`src/rtl/op_enc_pkg.sv`:
```
// Shared codes, key-slot indices and the default two-player key map.
package op_enc_pkg;

  typedef enum logic [2:0] {
    ST_IDLE      = 3'd0,
    ST_SETTING   = 3'd1,
    ST_SYNCING   = 3'd2,
    ST_COUNTDOWN = 3'd3,
    ST_RACING    = 3'd4,
    ST_PAUSE     = 3'd5,
    ST_FINISH    = 3'd6
  } game_state_e;

  typedef enum logic [2:0] {
    OP_NIL      = 3'd0,
    OP_FORWARD  = 3'd1,
    OP_BACKWARD = 3'd2,
    OP_LEFT     = 3'd3,
    OP_RIGHT    = 3'd4
  } op_code_e;

  localparam int unsigned SLOT_FWD   = 0;
  localparam int unsigned SLOT_BACK  = 1;
  localparam int unsigned SLOT_LEFT  = 2;
  localparam int unsigned SLOT_RIGHT = 3;
  localparam int unsigned SLOT_BOOST = 4;
  localparam int unsigned SLOT_HONK  = 5;
  localparam int unsigned N_SLOTS    = 6;
  localparam int unsigned CODE_W     = 9;
  localparam int unsigned MAP_W      = N_SLOTS * CODE_W;

  localparam logic [8:0] P0_FWD   = 9'h01D;
  localparam logic [8:0] P0_BACK  = 9'h01B;
  localparam logic [8:0] P0_LEFT  = 9'h01C;
  localparam logic [8:0] P0_RIGHT = 9'h023;
  localparam logic [8:0] P0_BOOST = 9'h012;
  localparam logic [8:0] P0_HONK  = 9'h029;
  localparam logic [8:0] P1_FWD   = 9'h175;
  localparam logic [8:0] P1_BACK  = 9'h172;
  localparam logic [8:0] P1_LEFT  = 9'h16B;
  localparam logic [8:0] P1_RIGHT = 9'h174;
  localparam logic [8:0] P1_BOOST = 9'h059;
  localparam logic [8:0] P1_HONK  = 9'h070;

  // Per-player slots are packed LSB first: fwd, back, left, right, boost, honk.
  function automatic logic [2*MAP_W-1:0] default_keymap();
    logic [MAP_W-1:0] p0;
    logic [MAP_W-1:0] p1;
    p0 = {P0_HONK, P0_BOOST, P0_RIGHT, P0_LEFT, P0_BACK, P0_FWD};
    p1 = {P1_HONK, P1_BOOST, P1_RIGHT, P1_LEFT, P1_BACK, P1_FWD};
    return {p1, p0};
  endfunction

  localparam logic [2*MAP_W-1:0] DEFAULT_KEYMAP = default_keymap();

  // Direction priority F > B > L > R over a 4-bit direction-slot mask.
  function automatic op_code_e prio_dir(input logic [3:0] m);
    if (m[SLOT_FWD])   return OP_FORWARD;
    if (m[SLOT_BACK])  return OP_BACKWARD;
    if (m[SLOT_LEFT])  return OP_LEFT;
    if (m[SLOT_RIGHT]) return OP_RIGHT;
    return OP_NIL;
  endfunction

endpackage

```
`src/rtl/op_player_channel.sv`:
```
// One cart channel: key snapshot, direction, boost energy/lockout, honk cooldown.
module op_player_channel
  import op_enc_pkg::*;
#(
  parameter logic [MAP_W-1:0] MAP           = DEFAULT_KEYMAP[MAP_W-1:0],
  parameter int unsigned      BOOST_MAX     = 255,
  parameter int unsigned      BOOST_W       = 8,
  parameter int unsigned      BOOST_RESUME  = 64,
  parameter int unsigned      HONK_COOLDOWN = 50_000_000
) (
  input  logic               clk_i,
  input  logic               rst_i,
  input  logic [511:0]       key_down_i,
  input  logic               key_valid_i,
  input  logic [2:0]         state_i,
  input  logic               tick_i,
  output logic [2:0]         op_code_o,
  output logic               boost_o,
  output logic               honk_o,
  output logic [BOOST_W-1:0] boost_level_o
);

  localparam int unsigned CD_W = (HONK_COOLDOWN > 1) ? $clog2(HONK_COOLDOWN) : 1;
  localparam logic [CD_W-1:0]    CD_LOAD = CD_W'(HONK_COOLDOWN - 1);
  localparam logic [CD_W-1:0]    CD_ONE  = CD_W'(1);
  localparam logic [BOOST_W-1:0] E_MAX   = BOOST_W'(BOOST_MAX);
  localparam logic [BOOST_W-1:0] E_RES   = BOOST_W'(BOOST_RESUME);
  localparam logic [BOOST_W-1:0] E_ONE   = BOOST_W'(1);

  game_state_e st;
  assign st = game_state_e'(state_i);

  logic [N_SLOTS-1:0] held, new_press;
  logic [N_SLOTS-1:0] snap_q, snap_d;
  op_code_e           dir_q, dir_d;
  op_code_e           op_q, op_d;
  logic [BOOST_W-1:0] energy_q, energy_d;
  logic               lock_q, lock_d;
  logic [CD_W-1:0]    cd_q, cd_d;
  logic               boost_q, boost_d, honk_q, honk_d;
  logic               boost_c, active_held;

  // Look up this player's mapped keys in the held-key vector.
  always_comb begin
    held = '0;
    for (int unsigned s = 0; s < N_SLOTS; s++) begin
      held[s] = key_down_i[MAP[s*CODE_W +: CODE_W]];
    end
  end

  // Is the currently active direction key still held?
  always_comb begin
    case (dir_q)
      OP_FORWARD:  active_held = held[SLOT_FWD];
      OP_BACKWARD: active_held = held[SLOT_BACK];
      OP_LEFT:     active_held = held[SLOT_LEFT];
      OP_RIGHT:    active_held = held[SLOT_RIGHT];
      default:     active_held = 1'b0;
    endcase
  end

  // Next-state for direction, energy/lockout, honk cooldown and registered outputs.
  always_comb begin
    snap_d    = snap_q;
    dir_d     = dir_q;
    energy_d  = energy_q;
    lock_d    = lock_q;
    honk_d    = 1'b0;
    cd_d      = (cd_q != '0) ? cd_q - CD_ONE : cd_q;
    new_press = held & ~snap_q;

    if (key_valid_i) begin
      snap_d = held;
      if (|new_press[3:0]) begin
        dir_d = prio_dir(new_press[3:0]);
      end else if (dir_q != OP_NIL && !active_held) begin
        dir_d = prio_dir(held[3:0]);
      end
    end

    // Energy decisions use the pre-update direction even if a strobe lands on a tick.
    boost_c = (st == ST_RACING) && held[SLOT_BOOST] && (dir_q != OP_NIL) &&
              (energy_q != '0) && !lock_q;

    if (st == ST_COUNTDOWN) begin
      energy_d = E_MAX;
      lock_d   = 1'b0;
    end else if (st == ST_RACING && tick_i) begin
      if (boost_c) begin
        energy_d = energy_q - E_ONE;
        if (energy_q == E_ONE) lock_d = 1'b1;
      end else if (energy_q < E_MAX) begin
        energy_d = energy_q + E_ONE;
        if (energy_d >= E_RES) lock_d = 1'b0;
      end
    end

    if (key_valid_i && new_press[SLOT_HONK] && st == ST_RACING && cd_q == '0) begin
      honk_d = 1'b1;
      cd_d   = CD_LOAD;
    end

    op_d    = (st == ST_RACING) ? dir_d : OP_NIL;
    boost_d = boost_c;
  end

  // Channel state registers.
  always_ff @(posedge clk_i or posedge rst_i) begin
    if (rst_i) begin
      snap_q   <= '0;
      dir_q    <= OP_NIL;
      op_q     <= OP_NIL;
      energy_q <= E_MAX;
      lock_q   <= 1'b0;
      cd_q     <= '0;
      boost_q  <= 1'b0;
      honk_q   <= 1'b0;
    end else begin
      snap_q   <= snap_d;
      dir_q    <= dir_d;
      op_q     <= op_d;
      energy_q <= energy_d;
      lock_q   <= lock_d;
      cd_q     <= cd_d;
      boost_q  <= boost_d;
      honk_q   <= honk_d;
    end
  end

  assign op_code_o     = op_q;
  assign boost_o       = boost_q;
  assign honk_o        = honk_q;
  assign boost_level_o = energy_q;

endmodule

```
`src/rtl/multi_player_op_encoder.sv`:
```
// Multi-cart operation encoder: shared energy-tick prescaler plus one channel per player.
module multi_player_op_encoder
  import op_enc_pkg::*;
#(
  parameter int unsigned                N_PLAYERS     = 2,
  parameter logic [N_PLAYERS*MAP_W-1:0] KEYMAP        = DEFAULT_KEYMAP,
  parameter int unsigned                TICK_DIV      = 1_000_000,
  parameter int unsigned                BOOST_MAX     = 255,
  parameter int unsigned                BOOST_RESUME  = 64,
  parameter int unsigned                HONK_COOLDOWN = 50_000_000,
  localparam int unsigned               BOOST_W       = $clog2(BOOST_MAX + 1)
) (
  input  logic                         clk,
  input  logic                         rst,
  input  logic [511:0]                 key_down,
  input  logic                         key_valid,
  input  logic [2:0]                   state,
  output logic [3*N_PLAYERS-1:0]       op_code,
  output logic [N_PLAYERS-1:0]         boost,
  output logic [N_PLAYERS-1:0]         honk,
  output logic [BOOST_W*N_PLAYERS-1:0] boost_level
);

  localparam int unsigned TD_W = (TICK_DIV > 1) ? $clog2(TICK_DIV) : 1;
  localparam logic [TD_W-1:0] TD_LAST = TD_W'(TICK_DIV - 1);
  localparam logic [TD_W-1:0] TD_ONE  = TD_W'(1);

  logic [TD_W-1:0] presc_q, presc_d;
  logic            tick;

  // Prescaler wraps every TICK_DIV clocks; tick marks the last count.
  always_comb begin
    tick    = (presc_q == TD_LAST);
    presc_d = tick ? '0 : presc_q + TD_ONE;
  end

  // Prescaler register.
  always_ff @(posedge clk or posedge rst) begin
    if (rst) presc_q <= '0;
    else     presc_q <= presc_d;
  end

  for (genvar p = 0; p < N_PLAYERS; p++) begin : g_ch
    op_player_channel #(
      .MAP          (KEYMAP[p*MAP_W +: MAP_W]),
      .BOOST_MAX    (BOOST_MAX),
      .BOOST_W      (BOOST_W),
      .BOOST_RESUME (BOOST_RESUME),
      .HONK_COOLDOWN(HONK_COOLDOWN)
    ) u_ch (
      .clk_i        (clk),
      .rst_i        (rst),
      .key_down_i   (key_down),
      .key_valid_i  (key_valid),
      .state_i      (state),
      .tick_i       (tick),
      .op_code_o    (op_code[3*p +: 3]),
      .boost_o      (boost[p]),
      .honk_o       (honk[p]),
      .boost_level_o(boost_level[BOOST_W*p +: BOOST_W])
    );
  end

endmodule

```
`config.mk`:
```
export PLATFORM = sky130hd
export DESIGN_NAME = multi_player_op_encoder
export DESIGN_NICKNAME = d
export VERILOG_FILES = /design/src/rtl/op_enc_pkg.sv /design/src/rtl/op_player_channel.sv /design/src/rtl/multi_player_op_encoder.sv
export SDC_FILE = /design/constraint.sdc
export NUM_CORES = 1
export LEC_CHECK = 0
export ABC_AREA = 1
export BUFFER_PORTS_ARGS = -buffer_cell sky130_fd_sc_hd__buf_2
export CORE_AREA = 2 2 213 215
export DETAILED_ROUTE_END_ITERATION = 10
export DIE_AREA = 0 0 215 217
export PLACE_DENSITY = 0.46
export RECOVER_POWER = 50
export SLEW_MARGIN = 20
export SYNTH_ARGS = -nofsm -noshare
export SYNTH_HDL_FRONTEND = slang
export SYNTH_SLANG_ARGS = --single-unit
```
`constraint.sdc`:
```
create_clock -name clk -period 6.15 [get_ports clk]
set_input_delay 0.3075 -clock clk [delete_from_list [all_inputs] [get_ports clk]]
set_output_delay 0.3075 -clock clk [all_outputs]
set_load 0.01 [all_outputs]
```
==> impl_metrics.json <==
{
  "grt_start_max_net_pins": 72,
  "clock-root-buffer": "clkbuf_16",
  "port-buffer-count": 43,
  "async_flop_share": 1.00,
  "clkTransAtPathRegs_ps": 60,
  "grt_antenna_before_repair": 2,
  "min_period_ps": 2630,
  "die_w_um": 215,
  "cts_tree": "built",
  "syn2layout_area_growth_pct": 20.1,
  "crit_cells": 3,
  "layout-drive-gt1-share": 0.115,
  "cp_max_fo": 71,
  "routabilityCongestion": 0.827,
  "met1_length_um": 9260,
  "cts_hold_buf": 0,
  "relSlewSlack": -1.26,
  "synth_most_common_cell": "nand2_1",
  "cts_resized": 0,
  "critPathArrivalTime_ps": 3130,
  "drv_cap": 1,
  "drtAntennaViolNets": 0,
  "critPathLaunch": "rst",
  "critPathLaunchType": "input port",
  "design.die.area_um2": 46700,
  "synth_nets": 1541,
  "max_freq_mhz": 380,
  "cts_setup_buffers": 0,
  "initialDrtViolationCount": 435,
  "finClkSkew_ps": 9.93,
  "ys_seq_area_frac": 0.403,
  "coreArea_um2": 44700,
  "via_per_inst": 3.83,
  "pin_count": 544,
  "rows": 78,
  "synth_top_area_frac": 0.345,
  "p_per_area_nw_per_um2": 335,
  "crit_family": "buffers and inverters",
  "synth-seq-cells": 116,
  "cp_slowest_stage_delay_ps": 1880,
  "reg2reg_depth": 8,
  "ys.flop_type": "dfrtp_1",
  "syn_avg_cell_area_um2": 7.17,
  "critPathCapture": "presc_q[3]",
  "crit_buf_inv": 3,
  "fin_util": 0.195,
  "cp.required_ps": 6650,
  "synth-edff-count": 0,
  "top_layer": "met5",
  "place.detailed.hpwl_um": 14200,
  "h-tree-depth": 4,
  "dr_wl_met3_um": 596,
  "netlist_top_cells_count": "259 x nand2_1, 157 x nor2_1, 121 x inv_1",
  "numCtsBuffers": 17,
  "whs_ps": 149,
  "drc": 0,
  "rsz0062_at_grt": "no",
  "grt_pass1_vias": 6499,
  "r2r-start": "g_ch[1].u_ch.cd_q[12]",
  "met2_length_um": 8830,
  "finalCritPeriodShare": 0.428,
  "netlist_instances": 1012,
  "insertion_delay_ps": 420,
  "cp-end-kind": "asynchronous set/reset pin",
  "drt-total-wl_um": 19100,
  "timing.rr.end": "g_ch[1].u_ch.cd_q[18]",
  "start_util": 0.162,
  "wl_per_cell_um": 11.4,
  "cts_sinks": 116,
  "violations": "capacitance limit, slew limit",
  "synthTopCellsByArea": "dfrtp_1 34%, nand2_1 13%, nor2_1 8.1%",
  "reg2reg_slack_ps": 3920,
  "syn_area_um2": 7260,
  "critPathSlowestCell": "clkinvlp_2",
  "worst_pin_slew_ps": 3380,
  "grt_overflow": 0,
  "nets": 1587,
  "worstSetupPathType": "in -> async",
  "cellLeakagePower_nw": 3.93,
  "dr_total_vias": 6403,
  "grt_usage": 0.0848,
  "ys_warn_count": 0,
  "hold_viol": 0,
  "setup_viol": 0,
  "peakVddDrop_mv": 0.175,
  "status": "finished with violations",
  "yosysUniqueCellTypes": 41,
  "final.setup.tns_ps": 0,
  "worstHoldPathType": "in -> reg",
  "grt_pass1_wl_um": 32200,
  "drt_first_pass_iters": 6,
  "clock_path_buffers": 2,
  "synth.largest_area_cell": "dfrtp_1",
  "fp.dieH_um": 217,
  "drv_slew": 72,
  "worstPathCellList": "buf_2, clkinvlp_2, buf_4"
}
[layer usage]
metal  global-route usage  up-vias
met5                    0        -
met2                0.143       78
li1                     -     3330
met3               0.0215       22
met1                0.106     2971
met4               0.0271        2
[cell families after synthesis]
family / Yosys count / share of synthesized area
buffers and inverters: 154 / 0.0871
AOI/OAI and AO/OA: 90 / 0.0723
and+or+nand+nor: 595 / 0.363
DFF: 116 / 0.403
adders and majority gates: 11 / 0.0190
xor gates and xnor gates: 46 / 0.0555
[report_power, final]
part           leakage [nW]  internal, mW  switching, mW  total, mW
Clock                 0.289         0.660          0.375       1.04
Sequential             1.42         0.928          0.176       1.10
Combinational          2.22         0.290          0.493      0.784
Total                  3.93          1.88           1.04       2.92
[metrics by stage]
| step | setup slack [ps] | cells | instance area [um2] | total power [mW] |
|---|---|---|---|---|
| after floorplan | 2800 | 1012 | 7260 | 1.70 |
| after global placement | 3930 | 1639 | 8120 | 1.91 |
| after detailed placement | 3910 | 1639 | 8120 | 1.91 |
| after CTS | 3890 | 1671 | 8730 | 2.97 |
| after global routing | 2870 | 1672 | 8710 | 3.14 |
| final | 3520 | 1672 | 8710 | 2.92 |
[cell usage in the layout (no fill, tap or decap), types with 14 or more instances in the layout]
master	netlist	layout
nand2_1	259	259
nor2_1	157	157
inv_1	121	120
dfrtp_1	100	100
nand3_1	81	81
xor2_1	36	36
o21ai_0	32	32
buf_2	5	30
nand4_1	25	25
nor3_1	24	25
a31oi_1	19	19
clkbuf_16	0	17
a21oi_1	15	15
clkbuf_1	4	15
dfstp_1	0	14
[worst min-delay path by stage]
stage	from	end	slack, ps	depth (start not counted)
final	key_down[370]	g_ch[1].u_ch.snap_q[1]	150	3
after global routing	key_down[370]	g_ch[1].u_ch.snap_q[1]	140	3
after CTS	rst	g_ch[0].u_ch.honk_o	130	2
after detailed placement	g_ch[1].u_ch.snap_q[0]	g_ch[1].u_ch.snap_q[0]	490	2
after global placement	g_ch[1].u_ch.snap_q[0]	g_ch[1].u_ch.snap_q[0]	470	2
after floorplan	key_valid	g_ch[0].u_ch.snap_q[3]	410	1
[state kept, by name, summed over array words and instances (netlist names)]
register	cells
g_ch.u_ch.cd_q	52
presc_q	20
g_ch.u_ch.boost_level_o	16
g_ch.u_ch.snap_q	10
g_ch.u_ch.dir_q	6
g_ch.u_ch.op_code_o	6
g_ch.u_ch.boost_o	2
g_ch.u_ch.honk_o	2
g_ch.u_ch.lock_q	2
[worst register-to-register path: cells and delay by family (launching register included)]
| family | cells | cell delay (ps) |
|---|---|---|
| buf+inv | 1 | 40 |
| simple gates | 7 | 1620 |
| flops | 1 | 410 |
[layout make-up]
cell class / instances / area [um2]
Tap cell: 600 / 751
Sequential cell: 116 / 2920
Clock buffer: 21 / 460
Inverter: 136 / 514
Clock inverter: 11 / 153
Timing Repair Buffer: 45 / 214
Antenna cell: 1 / 2.50
Fill cell: 5094 / 36000
Multi-Input combinational cell: 742 / 3700
(Power assumes the default switching activity.)
